<file path="src/rtl/instr_fetch_pkg.sv">
// Shared definitions for the instruction fetch unit: FSM encodings and reset constants.
package instr_fetch_pkg;

    typedef enum logic [1:0] {
        S_REQ  = 2'd0,
        S_WAIT = 2'd1,
        S_HOLD = 2'd2
    } state_t;

    localparam logic [31:0] NOP_INSTR        = 32'h0000_0013;
    localparam logic [31:0] DEFAULT_RESET_PC = 32'h0000_0000;

endpackage

</file>
<file path="src/rtl/instr_fetch.sv">
// Single-outstanding-request instruction fetch unit with redirect and decoder handshake.
// state  | meaning
// S_REQ  | issue read at pc
// S_WAIT | await mem_ack; drop the response if discard is set
// S_HOLD | present instr until the decoder takes it
module instr_fetch
    import instr_fetch_pkg::*;
#(
    parameter logic [31:0] RESET_PC = DEFAULT_RESET_PC
) (
    input  logic        clk,
    input  logic        resetn,
    output logic        mem_req,
    output logic [31:0] mem_addr,
    input  logic        mem_ack,
    input  logic [31:0] mem_rdata,
    output logic [31:0] instr,
    output logic [31:0] instr_pc,
    output logic        instr_valid,
    input  logic        instr_ready,
    input  logic        redirect,
    input  logic [31:0] redirect_pc,
    output logic        fetch_err
);

    state_t      state;
    state_t      state_nxt;
    logic        discard;
    logic        discard_nxt;
    logic        accept;
    logic [31:0] pc;

    assign mem_req  = (state == S_REQ);
    assign mem_addr = {pc[31:2], 2'b00};

    always_comb begin
        state_nxt   = state;
        discard_nxt = discard;
        accept      = 1'b0;
        case (state)
            S_REQ: begin
                state_nxt   = S_WAIT;
                discard_nxt = redirect;
            end
            S_WAIT: begin
                if (mem_ack) begin
                    discard_nxt = 1'b0;
                    if (redirect || discard) begin
                        state_nxt = S_REQ;
                    end else begin
                        state_nxt = S_HOLD;
                        accept    = 1'b1;
                    end
                end else if (redirect) begin
                    // the in-flight response belongs to the old path
                    discard_nxt = 1'b1;
                end
            end
            S_HOLD: begin
                if (redirect || instr_ready) begin
                    state_nxt = S_REQ;
                end
            end
            default: begin
                state_nxt   = S_REQ;
                discard_nxt = 1'b0;
            end
        endcase
    end

    always_ff @(posedge clk) begin
        if (!resetn) begin
            state   <= S_REQ;
            discard <= 1'b0;
        end else begin
            state   <= state_nxt;
            discard <= discard_nxt;
        end
    end

    always_ff @(posedge clk) begin
        if (!resetn) begin
            pc          <= RESET_PC;
            instr       <= NOP_INSTR;
            instr_pc    <= RESET_PC;
            instr_valid <= 1'b0;
            fetch_err   <= 1'b0;
        end else if (redirect) begin
            pc          <= {redirect_pc[31:2], 2'b00};
            instr_valid <= 1'b0;
            fetch_err   <= 1'b0;
        end else if (accept) begin
            instr       <= mem_rdata;
            instr_pc    <= pc;
            fetch_err   <= (mem_rdata[1:0] != 2'b11);
            instr_valid <= 1'b1;
            pc          <= pc + 32'd4;
        end else if ((state == S_HOLD) && instr_ready) begin
            instr_valid <= 1'b0;
        end
    end

endmodule

</file>
<file path="config.mk">
export PLATFORM = sky130hd
export DESIGN_NAME = instr_fetch
export DESIGN_NICKNAME = d
export VERILOG_FILES = /design/src/rtl/instr_fetch_pkg.sv /design/src/rtl/instr_fetch.sv
export SDC_FILE = /design/constraint.sdc
export NUM_CORES = 1
export LEC_CHECK = 0
export CAP_MARGIN = 20
export CELL_PAD_IN_SITES_DETAIL_PLACEMENT = 1
export CELL_PAD_IN_SITES_GLOBAL_PLACEMENT = 2
export CORE_MARGIN = 2
export CORE_UTILIZATION = 24
export CTS_CLUSTER_DIAMETER = 200
export DETAILED_ROUTE_END_ITERATION = 7
export GPL_TIMING_DRIVEN = 1
export PLACE_DENSITY_LB_ADDON = 0.05
export SLEW_MARGIN = 10
export SYNTH_ARGS = -nofsm -noshare
export SYNTH_HDL_FRONTEND = slang
export SYNTH_SLANG_ARGS = --single-unit
</file>
<file path="constraint.sdc">
create_clock -name clk -period 2.3 [get_ports clk]
set_input_delay 0.23 -clock clk [delete_from_list [all_inputs] [get_ports clk]]
set_output_delay 0.23 -clock clk [all_outputs]
set_load 0.005 [all_outputs]
</file>
==> impl_metrics.yaml <==
worst_setup_path:
  start_kind: "flop"
  critPathCaptureType: "flop"
  arrival_ns: 2.23
  critical-path-max-stage-delay_ns: 0.48
  crit_fanout: 6
  cp.required_ns: 2.57
  path_cells: "ha_1 -> and4_1 -> nand4_1 -> or3_2 -> a31oi_1"
  critPathKind: "flop to flop"
  slowest_stage: "or3_2"
timing:
  period_minus_slack_ns: 1.96
  fmax_mhz: 511
  clock_skew_ns: 0.00504
  slew_violations: 0
  tns_ns: 0
  setup_violations: 0
  post-route-period-util: 0.851
  rsz0062_at_grt: "false"
  finalHoldViolCount: 0
cts:
  cts_setup_buffers: 0
  htreeDepth: 3
  hold_buffers: 0
  cts_sinks: 97
  clk-insertion-delay-late_ns: 0.35
  cts_resized: 0
  clk_pin_slew_ns: 0.07
  clk_path_buf_depth: 2
  cts_made_buffers: 9
  root_buffer: "clkbuf_16"
  tritoncts: "built"
floorplan:
  num_rows: 48
  floorplan.initialDensity: 0.247
  die_h_um: 138
  die_area_sq_um: 19000
  core_sq_um: 17400
  die_w_um: 138
  pin_count: 168
route:
  via_per_inst: 4.75
  firstDrtPassIters: 4
  drtIter0Drc: 114
  via_count: 4359
  route.antenna.remaining_nets: 0
  drc: 0
  wl_per_cell_um: 16.6
  drt-total-wl_mm: 15.3
logic_synthesis:
  async_reset_ff_frac: 0
  synth_area_leaders: "dfxtp_1, nand2_1, a21boi_0"
  syn_inst: 526
  yosysTopAreaCell: "dfxtp_1"
  synth_common_cells: "nand2_1, dfxtp_1, a21boi_0, o21ai_0, clkbuf_1"
  synth_top_area_frac: 0.451
  yosysMostFrequentCell: "nand2_1"
  netlist_area_sq_um: 4300
  synth_edf_count: 0
  synth_top_flop_cell: "dfxtp_1"
  synth_area_per_cell_sq_um: 8.18
  yosysSeqAreaShare: 0.451
  ys_types: 46
  ys_ff_latch: 97
  synth_warnings: 0
power:
  finalPower_uw: 3770
  comb_power_share: 0.140
  switching_share: 0.259
  p_switching_uw: 976
  ir_worst_vdd_mv: 0.353
  internal_power_uw: 2790
  power_frac_seq: 0.483
  cellPowerDensity_nw_per_um2: 576
  power_frac_clock: 0.377
  leakagePower_uw: 0.00220
finish:
  area_delta_synth_final_pct: 52.1
  n_fill_cell: 2036
  diodes: 0
  finalNetCount: 758
  drive_gt1_frac: 0.0808
grt:
  antenna_found_initial: 0
  grt_pass1_vias: 4584
  grt_max_degree: 48
  grt.total_usage: 0.163
  grt_overflow: 0
  grt_pass1_wl_mm: 24.1
flow_run:
  maxCapViolCount: 0
status:
  status: "finished, final reports clean"
hold_path:
  hp-class: "input port to flop"
placement:
  gp_congestion: 0.717
  port_buffers: 161
  place_hpwl_mm: 11.2
sequential cells by signal (all words and copies together) (netlist names):
register and cells:
instr_pc 30, instr_valid 1, state 2, discard 1
pc 30, fetch_err 1, instr 32
worst max-delay path: cells and delay by family, from the launching register on:
kind	cells	cell delay, ns
compound gates	1	0.16
fa+ha+maj	1	0.24
flops	1	0.34
simple gates	3	1.13
routing by layer:
layer / share of wire / track usage / up-vias
met5: 0 / 0 / -
met1: 0.46 / 0.204 / 2082
li1: - / - / 2158
met4: 0.012 / 0.0539 / 0
met2: 0.49 / 0.289 / 109
met3: 0.043 / 0.0219 / 10
metrics by stage:
| stage | cell area (sq um) | std cells | utilization | setup slack, ns | hold slack (ns) |
|---|---|---|---|---|---|
| after global placement | 6270 | 902 | 0.360 | 0.200 | 0.451 |
| after CTS | 6540 | 918 | 0.376 | 0.320 | 0.366 |
| after floorplan | 4310 | 529 | - | 0.544 | 0.339 |
| after global routing | 6540 | 918 | 0.376 | 0.180 | 0.394 |
| final | 6540 | 918 | 0.376 | 0.343 | 0.376 |
| after detailed placement | 6270 | 902 | 0.360 | 0.119 | 0.457 |
kinds of logic after synthesis:
logic type	count (synthesis)	share of synthesized area
xor gates and xnor gates	10	0.0204
and+or+nand+nor	239	0.274
DFF	97	0.451
AOI/OAI and AO/OA	135	0.209
adders and majority gates	1	0.00291
other	1	0.000872
buffers and inverters	43	0.0419
cell usage in the layout, fill, tap and decap left out, types with 3 or more instances in the layout:
cell             count
a21boi_0            60
a21oi_1             11
a31oi_1             14
and2_1               3
and3_1               3
and4_1               4
buf_4               25
clkbuf_16            9
clkdlybuf4s50_1    160
conb_1               4
dfxtp_1             97
inv_1                3
nand2_1            138
nand2b_1             5
nand3_1             22
nand4_1             12
nor2_1              12
nor3_1               3
nor3b_1              4
nor4_1               4
nor4b_1              3
o211a_1              4
o21ai_0             34
o31ai_1              7
or3_1                5
or4_1                5
xnor2_1              7
xor2_1               3
cell type report:
type	count	area, sq um	area share
clock buffer	10	229	0.0350
clock inverter	6	42.5	0.00650
inverter	3	11.3	0.00172
multi-input combinational	389	2200	0.336
sequential	97	1940	0.297
tap	225	282	0.0430
timing repair buffer	188	1830	0.280
path summary, 6_finish.rpt:
path	slack [ns]	depth (start not counted)	from	to
max	0.34	5	pc[2]	pc[16]
min	0.38	3	resetn	pc[30]
max reg2reg	0.34	5	pc[2]	pc[16]
min reg2reg	0.46	2	instr[5]	instr[5]
power by group through the flow:
stage | clock [uW] | combinational, uW | sequential [uW]
after floorplan | 0 | 186 | 1860
after global placement | 0 | 529 | 1860
after detailed placement | 0 | 537 | 1860
after CTS | 1490 | 541 | 1820
after global routing | 1560 | 584 | 1830
final | 1420 | 529 | 1820
Note: power is estimated with default switching activity, not from simulation.
